### src/rtl/hazard_ctrl_pkg.sv
// Shared pipeline definitions for the hazard controller: FSM states,
// forward-select encodings, the load ResultSrc code and the shadow entry type.
package hazard_ctrl_pkg;

    typedef enum logic [0:0] {
        ST_RUN  = 1'b0,
        ST_WAIT = 1'b1
    } state_t;

    localparam logic [1:0] FWD_RF  = 2'b00;
    localparam logic [1:0] FWD_WB  = 2'b01;
    localparam logic [1:0] FWD_MEM = 2'b10;

    localparam logic [1:0] RESULT_LOAD = 2'b01;

    localparam logic [7:0] WAIT_MAX = 8'd255;

    // Shadow copy of the destination-register bookkeeping for one stage.
    typedef struct packed {
        logic [4:0] rd;
        logic       regwrite;
        logic       isload;
    } shadow_t;

    localparam shadow_t SHADOW_CLR = '{rd: 5'd0, regwrite: 1'b0, isload: 1'b0};

endpackage

### src/rtl/hazard_ctrl_fwd_select.sv
// Operand forward selector: the Memory stage wins over Writeback, and x0 is
// never forwarded.
module fwd_select
    import hazard_ctrl_pkg::*;
(
    input  logic [4:0] rs,
    input  logic [4:0] m_rd,
    input  logic       m_regwrite,
    input  logic [4:0] w_rd,
    input  logic       w_regwrite,
    output logic [1:0] sel
);

    // Priority compare of the source register against the M and W shadows.
    always_comb begin
        sel = FWD_RF;
        if (m_regwrite && (m_rd != 5'd0) && (m_rd == rs)) begin
            sel = FWD_MEM;
        end else if (w_regwrite && (w_rd != 5'd0) && (w_rd == rs)) begin
            sel = FWD_WB;
        end else begin
            sel = FWD_RF;
        end
    end

endmodule

### src/rtl/hazard_ctrl.sv
// Pipeline hazard controller: load-use and memory-wait stalls, branch
// flushes, operand forwarding and a sticky data-memory timeout.
module hazard_ctrl
    import hazard_ctrl_pkg::*;
(
    input  logic       i_Clk,
    input  logic       i_Reset,
    input  logic [4:0] i_Rs1D,
    input  logic [4:0] i_Rs2D,
    input  logic [4:0] i_RdD,
    input  logic       i_RegWriteD,
    input  logic [1:0] i_ResultSrcD,
    input  logic [4:0] i_Rs1E,
    input  logic [4:0] i_Rs2E,
    input  logic       i_PCSrcE,
    input  logic       i_MemReqM,
    input  logic       i_MemReadyM,
    output logic       o_StallF,
    output logic       o_StallD,
    output logic       o_StallE,
    output logic       o_StallM,
    output logic       o_FlushD,
    output logic       o_FlushE,
    output logic       o_FlushW,
    output logic [1:0] o_ForwardAE,
    output logic [1:0] o_ForwardBE,
    output logic       o_MemTimeout
);

    shadow_t    e_r, m_r, w_r;
    shadow_t    decode_s;
    state_t     state_r, state_nx_s;
    logic [7:0] wait_cnt_r, wait_cnt_nx_s;
    logic       timeout_r, timeout_nx_s;
    logic       mem_stall_s, lw_stall_s, flush_e_s;
    logic [1:0] fwd_a_s, fwd_b_s;
    logic       unused_isload_s;

    // The load flag only matters in E; later copies exist for bookkeeping.
    assign unused_isload_s = m_r.isload ^ w_r.isload;

    // Raw hazard conditions derived from the shadows and this cycle's inputs.
    always_comb begin
        mem_stall_s     = i_MemReqM & ~i_MemReadyM;
        lw_stall_s      = e_r.isload & (e_r.rd != 5'd0) &
                          ((e_r.rd == i_Rs1D) | (e_r.rd == i_Rs2D));
        flush_e_s       = (lw_stall_s | i_PCSrcE) & ~mem_stall_s;
        decode_s.rd       = i_RdD;
        decode_s.regwrite = i_RegWriteD;
        decode_s.isload   = (i_ResultSrcD == RESULT_LOAD);
    end

    fwd_select u_fwd_a (
        .rs         (i_Rs1E),
        .m_rd       (m_r.rd),
        .m_regwrite (m_r.regwrite),
        .w_rd       (w_r.rd),
        .w_regwrite (w_r.regwrite),
        .sel        (fwd_a_s)
    );

    fwd_select u_fwd_b (
        .rs         (i_Rs2E),
        .m_rd       (m_r.rd),
        .m_regwrite (m_r.regwrite),
        .w_rd       (w_r.rd),
        .w_regwrite (w_r.regwrite),
        .sel        (fwd_b_s)
    );

    // Shadow pipeline: flush clears win over loads, a memory stall freezes E and M.
    always_ff @(posedge i_Clk or negedge i_Reset) begin
        if (!i_Reset) begin
            e_r <= SHADOW_CLR;
            m_r <= SHADOW_CLR;
            w_r <= SHADOW_CLR;
        end else begin
            if (flush_e_s) begin
                e_r <= SHADOW_CLR;
            end else if (!mem_stall_s) begin
                e_r <= decode_s;
            end else begin
                e_r <= e_r;
            end
            if (!mem_stall_s) begin
                m_r <= e_r;
            end else begin
                m_r <= m_r;
            end
            if (mem_stall_s) begin
                w_r <= SHADOW_CLR;
            end else begin
                w_r <= m_r;
            end
        end
    end

    // Memory-wait FSM next state, saturating wait counter and sticky timeout.
    always_comb begin
        state_nx_s    = state_r;
        wait_cnt_nx_s = wait_cnt_r;
        case (state_r)
            ST_RUN: begin
                if (mem_stall_s) begin
                    state_nx_s    = ST_WAIT;
                    wait_cnt_nx_s = 8'd0;
                end else begin
                    state_nx_s    = ST_RUN;
                end
            end
            ST_WAIT: begin
                if (i_MemReadyM) begin
                    state_nx_s = ST_RUN;
                end else begin
                    state_nx_s = ST_WAIT;
                end
                if (wait_cnt_r != WAIT_MAX) begin
                    wait_cnt_nx_s = wait_cnt_r + 8'd1;
                end else begin
                    wait_cnt_nx_s = wait_cnt_r;
                end
            end
            default: begin
                state_nx_s    = ST_RUN;
                wait_cnt_nx_s = 8'd0;
            end
        endcase
        timeout_nx_s = timeout_r | (wait_cnt_nx_s == WAIT_MAX);
    end

    // FSM, counter and timeout registers.
    always_ff @(posedge i_Clk or negedge i_Reset) begin
        if (!i_Reset) begin
            state_r    <= ST_RUN;
            wait_cnt_r <= 8'd0;
            timeout_r  <= 1'b0;
        end else begin
            state_r    <= state_nx_s;
            wait_cnt_r <= wait_cnt_nx_s;
            timeout_r  <= timeout_nx_s;
        end
    end

    // Output decode; everything is forced quiet while reset is asserted.
    always_comb begin
        o_StallF     = 1'b0;
        o_StallD     = 1'b0;
        o_StallE     = 1'b0;
        o_StallM     = 1'b0;
        o_FlushD     = 1'b0;
        o_FlushE     = 1'b0;
        o_FlushW     = 1'b0;
        o_ForwardAE  = FWD_RF;
        o_ForwardBE  = FWD_RF;
        o_MemTimeout = timeout_r;
        if (i_Reset) begin
            o_StallF    = lw_stall_s | mem_stall_s;
            o_StallD    = lw_stall_s | mem_stall_s;
            o_StallE    = mem_stall_s;
            o_StallM    = mem_stall_s;
            o_FlushD    = i_PCSrcE & ~mem_stall_s;
            o_FlushE    = flush_e_s;
            o_FlushW    = mem_stall_s;
            o_ForwardAE = fwd_a_s;
            o_ForwardBE = fwd_b_s;
        end else begin
            o_StallF    = 1'b0;
            o_ForwardAE = FWD_RF;
        end
    end

endmodule

### config.mk
export PLATFORM = sky130hd
export DESIGN_NAME = hazard_ctrl
export DESIGN_NICKNAME = d
export VERILOG_FILES = /design/src/rtl/hazard_ctrl_pkg.sv /design/src/rtl/hazard_ctrl_fwd_select.sv /design/src/rtl/hazard_ctrl.sv
export SDC_FILE = /design/constraint.sdc
export NUM_CORES = 1
export LEC_CHECK = 0
export CORE_MARGIN = 4
export CORE_UTILIZATION = 52
export DETAILED_ROUTE_END_ITERATION = 8
export PLACE_DENSITY = 0.84
export SLEW_MARGIN = 20
export SYNTH_ARGS = -nofsm -noshare
export SYNTH_HDL_FRONTEND = slang
export SYNTH_SLANG_ARGS = --single-unit
### constraint.sdc
create_clock -name i_Clk -period 4.3 [get_ports i_Clk]
set_clock_uncertainty 0.1 [all_clocks]
set_input_delay 1.29 -clock i_Clk [delete_from_list [all_inputs] [get_ports i_Clk]]
set_output_delay 1.29 -clock i_Clk [all_outputs]
set_load 0.02 [all_outputs]
==> results.json <==
{
  "outcome": "complete, no violations",
  "ys_warn_count": 0,
  "root_buffer": "clkbuf_4",
  "ant_nets": 0,
  "drt_iter0_drc": 86,
  "insertion_delay_ns": 0.33,
  "clk_pin_slew_worst_paths_ns": 0.09,
  "timing.fmax_ghz": 0.238,
  "die_w_um": 66.1,
  "fin_util": 0.749,
  "final.min_clock_period_ns": 4.21,
  "syn_nets": 227,
  "synth_area_leaders": "dfrtp_1, xnor2_1, nand2_1",
  "h-tree-depth": 2,
  "total_power_mw": 0.657,
  "overflow": 0,
  "cp.arrival_ns": 2.82,
  "synth_top_family_by_area": "simple AND/OR/NAND/NOR gates",
  "r2r_start": "wait_cnt_r[0]",
  "cts_tree": "yes",
  "synth_ff_type": "dfrtp_1",
  "synth_edf_count": 0,
  "cp.required_ns": 2.91,
  "vias": 1554,
  "crit_type": "in2out",
  "min_from": "o_MemTimeout",
  "syn_inst": 193,
  "io_pins": 45,
  "wl_um": 3970,
  "rsz0062_at_grt": "no",
  "core_um2": 3150,
  "start_util": 0.557,
  "dp_cells": 284,
  "yosys.area.top_type": "dfrtp_1",
  "grt_max_degree": 36,
  "synthDistinctLibCells": 40,
  "yosys.area_share.simple": 0.289,
  "maxSlewViolCount": 0,
  "cp_max_fo": 2,
  "cp-start-kind": "input pin",
  "hold_class": "reg2reg",
  "synth_top_cell_area_share": 0.413,
  "firstDrtPassIters": 4,
  "layout-area-overhead-vs-synth_pct": 34.5,
  "synthAdderAreaFrac": 0.00713,
  "setup_violations": 0,
  "die_y_um": 66.1,
  "portBuffers": 44,
  "p_leak_nw": 1.06,
  "cellPowerDensity_nw_per_um2": 278,
  "final_layout_size_suffix_gt1_frac": 0.169,
  "numCtsBuffers": 5,
  "ir_worst_vdd_uv": 178,
  "final_hold_viol_count": 0,
  "synth-seq-area-share": 0.413,
  "async_flop_share": 1.00,
  "via_per_inst": 5.32,
  "antenna_found_initial": 0,
  "endpoint_kind": "primary output",
  "final_cells": 292,
  "routabilityCongestion": 0.858,
  "muxShareOfSynthArea": 0.0257,
  "synth_compound_area_frac": 0.0784,
  "min_period_over_period": 0.979,
  "postSynthAreaPerCell_um2": 9.10,
  "wire_per_inst_um": 13.6,
  "cts_buffer_depth": 2,
  "fin_nets": 281,
  "crit_start": "i_Rs1E[4]",
  "grt_util_all_layers": 0.205,
  "cts.sinks": 29,
  "hpwl_um": 3000,
  "rows": 20,
  "relSlewSlack": 0.760,
  "grt_pass1_vias": 1499,
  "antenna_cells": 0,
  "die_area_um2": 4370,
  "synth-xor-area-share": 0.160,
  "grt_pass1_wl_um": 6780,
  "post_cts_buffers": 0,
  "synth_area_um2": 1760,
  "max_cap_violations": 0,
  "drc": 0,
  "worst-slew-pin-transition_ns": 0.360,
  "ys_ff_latch": 29,
  "cts_hold_buf": 0
}
==> layout make-up <==
class | instances | area [um2]
tap | 44 | 55.1
clock buffer | 5 | 37.5
fill | 262 | 792
sequential | 29 | 726
multi-input combinational | 155 | 1010
timing repair buffer | 56 | 510
clock inverter | 3 | 17.5
==> final timing paths <==
path	end	slack [ns]	cells past startpoint
max	o_ForwardAE[0]	0.09	5
min	o_MemTimeout	0.38	1
max reg2reg	o_MemTimeout	2.32	6
min reg2reg	o_MemTimeout	0.38	1
max in group asynchronous	m_r[4]	3.06	2
min in group asynchronous	m_r[3]	0.87	2
==> kinds of logic after synthesis <==
| family | after synthesis |
|---|---|
| buffers and inverters | 9 |
| muxes | 4 |
| DFF | 29 |
| xor gates and xnor gates | 32 |
| adders and majority gates | 1 |
| AOI/OAI and AO/OA | 21 |
| and+or+nand+nor | 97 |
==> report_power, final <==
group | total (mW) | internal (mW) | switching [mW]
logic | 0.162 | 0.0889 | 0.0735
registers | 0.336 | 0.299 | 0.0367
clock network | 0.158 | 0.0615 | 0.0970
==> synthesized netlist by cell type (3+ instances only) <==
cell,count
xor2_1,15
nand2_1,39
nor3_1,4
or4_1,4
and3_1,3
o21ai_0,4
nand4_1,3
dfrtp_1,29
xnor2_1,17
mux2i_1,3
and2_1,8
nand3_1,9
o21ai_1,6
clkbuf_1,4
nor2_1,10
nor4_1,3
buf_4,3
==> sequential cells by signal, indices dropped and copies added, names as in the netlist <==
signal	cells
wait_cnt_r	8
state_r	1
m_r	6
o_MemTimeout	1
e_r	7
w_r	6
==> metal layers <==
metal,vias to the layer above,global-route usage,wire [um]
li1,775,-,-
met1,705,0.258,1760
met2,61,0.310,1820
met3,13,0.0714,283
met4,0,0.104,106
met5,-,0,0
==> through the flow <==
stage / TNS [ns] / hold WS (ns) / instance area [um2] / setup WS, ns
floorplan: 0 / 0.346 / 1760 / 0.314
global placement: -2.46 / 0.353 / 2290 / -0.348
detailed placement: -2.71 / 0.362 / 2290 / -0.370
CTS: -0.0216 / 0.384 / 2360 / -0.0216
global route: 0 / 0.407 / 2360 / 0.00625
finish: 0 / 0.379 / 2360 / 0.0919
==> layout by cell type, fill, tap and decap left out, types with 2 or more instances in the layout <==
cell             netlist  layout
xor2_1                15      15
clkinv_2               0       2
and3_4                 2       2
nand2_1               39      39
xnor2_1               17      16
mux2i_1                3       3
nor2_1                10      10
o211ai_1               2       2
or4_1                  4       3
clkdlybuf4s50_1        0      36
nand4_1                3       3
dfrtp_1               29      29
nand3_1                9       9
clkbuf_2               1       5
o21ai_0                4       4
o21ai_1                6       6
and2_2                 2       2
a21oi_1                2       2
nand2b_1               2       2
nor3_1                 4       4
buf_4                  3      11
clkbuf_4               0       5
and3_1                 3       3
buf_2                  1       2
and2_1                 8       8
nor4_2                 2       3
==> repair_timing <==
item,4_1_cts,5_1_grt
hold endpoints to repair,0,0
pin swaps,0,1
endpoints found under the setup margin,11,11
gates resized for setup,24,13
==> worst max-delay path, stage by stage <==
cell             delay (ns)
clkdlybuf4s50_1        0.44
xor2_1                 0.18
or4_4                  0.52
nor4_2                 0.20
buf_2                  0.20
(Power assumes the default switching activity.)
